### src/rtl/hilo_div_seq.sv
// hilo_div_seq: divide sequencer and owner of the architectural HI/LO registers.
//
// On a divide request the block holds the divider enable high for a fixed
// DIV_CYCLES window. It aborts after two cycles if the divider flags a zero
// divisor. Otherwise it copies remainder/quotient into HI/LO at the end of the
// window. Multiplier results and mthi/mtlo writes are accepted only while no
// divide is in flight (IDLE and DONE).
//
// Ports:
//   clock, reset           rising-edge clock, asynchronous active-high reset
//   div_start              divide request, sampled only in IDLE
//   div_hi_in, div_lo_in   divider remainder / quotient
//   div_zero_in            divider divide-by-zero flag
//   div_control            divider enable, high only in RUN
//   mult_done              multiplier result valid pulse
//   mult_hi, mult_lo       multiplier product halves
//   hi_write, lo_write     mthi / mtlo strobes
//   wdata                  mthi / mtlo data
//   hi, lo                 architectural HI / LO
//   busy                   high in RUN
//   done                   one-cycle pulse after a divide result is written
//   div_zero_exc           one-cycle pulse after a divide-by-zero abort
module hilo_div_seq #(
  parameter int unsigned DIV_CYCLES = 64
) (
  input  logic        clock,
  input  logic        reset,
  input  logic        div_start,
  input  logic [31:0] div_hi_in,
  input  logic [31:0] div_lo_in,
  input  logic        div_zero_in,
  output logic        div_control,
  input  logic        mult_done,
  input  logic [31:0] mult_hi,
  input  logic [31:0] mult_lo,
  input  logic        hi_write,
  input  logic        lo_write,
  input  logic [31:0] wdata,
  output logic [31:0] hi,
  output logic [31:0] lo,
  output logic        busy,
  output logic        done,
  output logic        div_zero_exc
);

  // Counter only needs to reach DIV_CYCLES-1.
  localparam int unsigned CntW = (DIV_CYCLES > 2) ? $clog2(DIV_CYCLES) : 1;
  localparam logic [CntW-1:0] CntOne  = CntW'(1);
  localparam logic [CntW-1:0] CntLast = CntW'(DIV_CYCLES - 1);

  typedef enum logic [1:0] {StIdle, StRun, StDone, StExc} state_e;

  state_e            state_q, state_d;
  logic [CntW-1:0]   cnt_q, cnt_d;
  logic [31:0]       hi_q, hi_d;
  logic [31:0]       lo_q, lo_d;
  logic              host_wr_en;
  logic              div_capture;

  always_comb begin
    state_d      = state_q;
    cnt_d        = cnt_q;
    div_control  = 1'b0;
    busy         = 1'b0;
    done         = 1'b0;
    div_zero_exc = 1'b0;
    host_wr_en   = 1'b0;
    div_capture  = 1'b0;

    unique case (state_q)
      StIdle: begin
        host_wr_en = 1'b1;
        if (div_start) begin
          state_d = StRun;
          cnt_d   = '0;
        end
      end
      StRun: begin
        div_control = 1'b1;
        busy        = 1'b1;
        cnt_d       = cnt_q + CntW'(1);
        // The zero flag is only trusted once the divider has seen two enabled edges.
        if (cnt_q == CntOne && div_zero_in) begin
          state_d = StExc;
          cnt_d   = '0;
        end else if (cnt_q == CntLast) begin
          div_capture = 1'b1;
          state_d     = StDone;
          cnt_d       = '0;
        end
      end
      StDone: begin
        done       = 1'b1;
        host_wr_en = 1'b1;
        state_d    = StIdle;
      end
      StExc: begin
        div_zero_exc = 1'b1;
        state_d      = StIdle;
      end
      default: begin
        state_d = StIdle;
        cnt_d   = '0;
      end
    endcase
  end

  // HI/LO next state, lowest priority first so later assignments win.
  always_comb begin
    hi_d = hi_q;
    lo_d = lo_q;
    if (host_wr_en) begin
      if (hi_write) hi_d = wdata;
      if (lo_write) lo_d = wdata;
      if (mult_done) begin
        hi_d = mult_hi;
        lo_d = mult_lo;
      end
    end
    if (div_capture) begin
      hi_d = div_hi_in;
      lo_d = div_lo_in;
    end
  end

  always_ff @(posedge clock or posedge reset) begin
    if (reset) begin
      state_q <= StIdle;
      cnt_q   <= '0;
      hi_q    <= '0;
      lo_q    <= '0;
    end else begin
      state_q <= state_d;
      cnt_q   <= cnt_d;
      hi_q    <= hi_d;
      lo_q    <= lo_d;
    end
  end

  assign hi = hi_q;
  assign lo = lo_q;

endmodule

### config.mk
export PLATFORM = sky130hd
export DESIGN_NAME = hilo_div_seq
export DESIGN_NICKNAME = d
export VERILOG_FILES = /design/src/rtl/hilo_div_seq.sv
export SDC_FILE = /design/constraint.sdc
export NUM_CORES = 1
export LEC_CHECK = 0
export ABC_AREA = 1
export CORE_UTILIZATION = 40
export DETAILED_ROUTE_END_ITERATION = 12
export PLACE_DENSITY = 0.94
export REMOVE_ABC_BUFFERS = 1
export SYNTH_ARGS = -nofsm -noshare
export SYNTH_HDL_FRONTEND = slang
export SYNTH_SLANG_ARGS = --single-unit
### constraint.sdc
create_clock -name clock -period 5.05 [get_ports clock]
set_input_delay 1.515 -clock clock [delete_from_list [all_inputs] [get_ports clock]]
set_output_delay 1.515 -clock clock [all_outputs]
set_load 0.05 [all_outputs]
== Word level (Yosys, flattened, before mapping) ==
Cells that the tools add are included.

* Bits in registers: 72
* Input port bits: 167
* Output and inout port bits: 68
* Logic and storage cells: 47

* Add/sub/neg operators: 1
* Eq/ne operators: 7
* Multiplexer cells: 23
* Reductions and logical operators: 12

{| class="wikitable"
|+ Operator list
! operator !! number
|-
| 32-bit 2-to-1 mux || 8
|-
| 6-bit 2-to-1 mux || 3
|-
| 6-bit case mux with 2 select lines || 1
|-
| 2-bit AND reduction || 4
|-
| 1-bit 2-to-1 mux || 7
|-
| 6-bit by 1-bit adder with 6-bit output, second input constant || 1
|-
| 6-bit by 1-bit == test with 1-bit output, second input constant || 1
|-
| 6-bit == test, second input constant || 1
|-
| 2-bit 2-to-1 mux || 3
|-
| 2-bit case mux with 3 select lines || 1
|-
| 3-bit nonzero test || 2
|-
| 2-bit == test, second input constant || 2
|-
| 2-bit nonzero test || 2
|-
| 2-bit OR reduction || 2
|-
| 3-bit inequality test, second input constant || 1
|-
| 2-bit by 1-bit == test with 1-bit output, second input constant || 1
|-
| 2-bit logical NOT || 1
|-
| 2-bit inequality test, second input constant || 1
|-
| 1-bit logical AND || 1
|}

== Logic depth before layout (Yosys ltp) ==
* Depth after elaboration: 6
* Mapped depth: 9
* Mapped depth without buffers: 7

== Worst setup path before layout ==
Ideal clock, no wire load.

* Kind: reg2out
* Start: register state_q[0]
* End: output port div_control
* Data arrival time: 1.111 ns
* Data required time: 3.535 ns
* Slack: 2.424 ns
* Cell stages (with the launch flop): 4
* Path buffers: 1
* Cell sequence: dfrtp_1 inv_2 nor2_4 buf_4

* Cells in the longest elaborated chain, start to end: 2

{| class="wikitable"
|+ Ends and longest elaborated chain
! item !! line !! text
|-
| start, declared || 53 || <nowiki>state_e state_q, state_d;</nowiki>
|-
| start signal, assigned || 128 || <nowiki>state_q <= StIdle;</nowiki>
|-
| start signal, assigned || 133 || <nowiki>state_q <= state_d;</nowiki>
|-
| 2-bit by 1-bit == test with 1-bit output || -- ||
|-
| 1-bit 2-to-1 mux || -- ||
|-
| end, declared || 32 || <nowiki>output logic div_control,</nowiki>
|}

No other way between the ends.

== Worst setup path after layout ==
* Start: input port mult_done
* End: register hi_q[29] (netlist: hi[29])

* Cells in the longest elaborated chain, start to end: 3
* Elaborated cells on any way between the ends: 5
* Classes of those cells: 3 x mux; 2 x reduce/logical

{| class="wikitable"
|+ Ends and longest elaborated chain
! item !! line !! text
|-
| start, declared || 33 || <nowiki>input logic mult_done,</nowiki>
|-
| 32-bit 2-to-1 mux || 115 || <nowiki>if (mult_done) begin</nowiki>
|-
| 32-bit 2-to-1 mux || 112 || <nowiki>if (host_wr_en) begin</nowiki>
|-
| 32-bit 2-to-1 mux || 120 || <nowiki>if (div_capture) begin</nowiki>
|-
| end signal, assigned || 135 || <nowiki>hi_q <= hi_d;</nowiki>
|-
| end, declared || 55 || <nowiki>logic [31:0] hi_q, hi_d;</nowiki>
|}

Several ways; a longest one is shown, not always the timed one. The select of a mux whose other input is x is not followed.
A chain may end at the register's enable or synchronous reset.

==> summary.md <==
| Metric | Value |
|---|---|
| Resize count post-CTS | 0 |
| Final setup viols | 0 |
| Vias per inst | 4.96 |
| Ys async rst share | 100% |
| Number of port buffers | 234 |
| Worst rel slew slack | 22.0% |
| Number of synthesis warnings | 0 |
| Row cnt | 37 |
| Syn Area/Cell | 6.62 um2 |
| Setup Skew | 0.0127 ns |
| Part of the cycle the worst path needs | 70.4% |
| GRT overflow | 0 |
| I/O pin count | 235 |
| Total CTS buffers | 9 |
| First-pass DRT Iterations | 4 |
| Worst r2r src | cnt_q[0] |
| # Max-Cap Violations | 0 |
| First-pass GRT wire length | 22.7 mm |
| Mapped Cells | 659 |
| WL/cell | 14.2 um |
| WP data required | 5.33 ns |
| Worst hold path class | flip-flop to flip-flop |
| DP HPWL | 10.1 mm |
| Via count of the routed design | 4988 |
| Max Buffers Root-to-Sink | 2 |
| Min-delay src | hi[14] |
| Register area share after synthesis | 41.3% |
| TNS Setup | 0 ns |
| Final hold vios | 0 |
| Main flop type after synthesis | dfrtp_1 |
| H-tree levels | 3 |
| CTS sink count | 72 |
| Layout cells sized above 1 | 3.34% |
| Core Box Area | 10500 um2 |
| 1st-iter DRT viols | 267 |
| Yosys top cell area share | 41.3% |
| Worst-margin pin slew | 1.17 ns |
| Leakage | 3.65 nW |
| Met1 usage | 30.3% |
| Crit path launch type | input port |
| Vias in the first global route | 4804 |
| Clock period minus worst slack | 3.55 ns |
| Initial antenna violation count | 0 |
| RSZ-0062 raised after global routing | no |
| Final nets | 1034 |
| Routed WL | 14.3 mm |
| Height of the die | 106 um |
| DIE WIDTH | 106 um |
| Synthesis-stage register bit count | 72 |
| Synth area leaders | dfrtp_1, nand2_1, nand3_1 |
| Yosys cell types | 24 |
| Reg2reg path depth | 6 |
| Routed Antenna Nets | 0 |
| R2R Setup Slk | 2.66 ns |
| Max Fclk | 0.281 GHz |
| Die area | 11300 um2 |
| WHS Endpoint | hi[14] |
| Starting density of the core | 41.7% |
| Root Driver | clkbuf_8 |
| Power Dens Cells | 541 nW/um2 |
| Largest net degree at the start of global routing | 193 |
| Worst VDD drop | 332 uV |
| GRT Total Usage | 25.3% |
| Grt peak-use layer | met2 |
| Crit path DAT | 3.83 ns |
| Synth-to-layout area growth | 57.6% |
| Pwr Total | 3.72 mW |
| Cell Area, Synth | 4360 um2 |
| Outcome | finished clean |
| Post-synth EDFFs | 0 |
| Hold depth | 2 |
| Setup bufs post-CTS | 0 |
| Global placer's final weighted congestion | 0.821 |
| Yosys top cell by area | dfrtp_1 |
| Register area | 1800 um2 |
| Top post-synthesis cells by count | nand2_1, dfrtp_1, nand3_1 |
| Hold_buf cts | 0 |
| Multi-input combinational cell area | 2250 um2 |
| Fin. max-slew vios | 0 |
| CP endpoint kind | flip-flop |
| Met3 Use GR | 6.07% |
| Clock transition at path regs | 0.08 ns |
| Setup CP Type | input port to flip-flop |
| Met2 GRT Util | 44.3% |
| Crit Path Max Fanout | 39 |
| Clock Latency Late Sink | 0.34 ns |
| Antenna cell count | 0 |
| Count leader, synth | nand2_1 |
| Fill count | 935 |
| CTS tree | built |
| Residual DRC count | 0 |
| R2r endpoint | hi[29] |
## layer usage
layer	up-vias	wire length [um]
met3	31	1070
met1	2247	5670
li1	2504	-
met2	206	7220
met4	0	323
met5	-	0
## layout by cell type, fill, tap and decap left out, types with 2 or more instances in the layout
| master | synthesis | final |
|---|---|---|
| clkdlybuf4s50_1 | 0 | 233 |
| o21ai_0 | 4 | 4 |
| bufinv_16 | 0 | 2 |
| nand3_1 | 70 | 70 |
| inv_1 | 12 | 11 |
| o21ai_4 | 0 | 2 |
| dfrtp_1 | 72 | 72 |
| clkinv_2 | 0 | 2 |
| buf_4 | 1 | 5 |
| nor2_1 | 8 | 8 |
| ha_1 | 2 | 2 |
| o21ai_1 | 62 | 62 |
| nand2_1 | 371 | 371 |
| nand4_1 | 3 | 3 |
| clkbuf_8 | 0 | 11 |
## state kept, by name, indices dropped and copies added, names as in the netlist
signal	flops
cnt_q	6
hi	32
lo	32
state_q	2
## worst max-delay path by stage
| stage | from | slack [ns] | to |
|---|---|---|---|
| 6_report | mult_done | 1.50 | hi[29] |
| 5_1_grt | mult_done | 1.32 | hi[28] |
| 4_1_cts | mult_done | 1.49 | hi[29] |
| 3_5_place_dp | mult_done | 1.15 | hi[3] |
| 3_3_place_gp | mult_done | 1.26 | hi[18] |
| 2_1_floorplan | reset | 1.71 | cnt_q[0] |
## worst max-delay path: stages
cell,delay [ns]
buf_2,0.61
o21ai_4,0.10
buf_4,0.28
inv_1,0.84
nand2_1,0.11
nand2_1,0.10
o21ai_0,0.12
nand2_1,0.11
## per-stage QoR
stage               area [um2]  instances  utilization, %  worst slack [ns]  hold WS, ns
floorplan                 4080        615               -              1.71        0.514
global placement          6650        990            63.6              1.26        0.488
detailed placement        6650        990            63.6              1.15        0.493
CTS                       6870       1005            65.7              1.49        0.512
global route              6870       1005            65.7              1.32        0.530
finish                    6870       1005            65.7              1.50        0.505
## final cells by class
cell class / instances / share of cell area [%]
clock buffer: 12 / 2.26
clock inverter: 3 / 0.947
inverter: 13 / 0.728
multi-input combinational: 530 / 32.8
sequential: 72 / 26.2
tap: 136 / 2.48
timing repair buffer: 239 / 34.6
## report_power, final
group          internal (mW)  switching (mW)
sequential             0.838           0.170
clock                  0.303           0.214
combinational          0.755            1.44
## logic make-up after synthesis
logic type,count (synthesis),synth area share [%]
flops,72,41.3
xor+xnor,1,0.201
fa+ha+maj,2,0.574
simple gates,457,42.0
compound gates,70,8.24
buf+inv,57,7.66
Power figures use the tool's default switching activity.
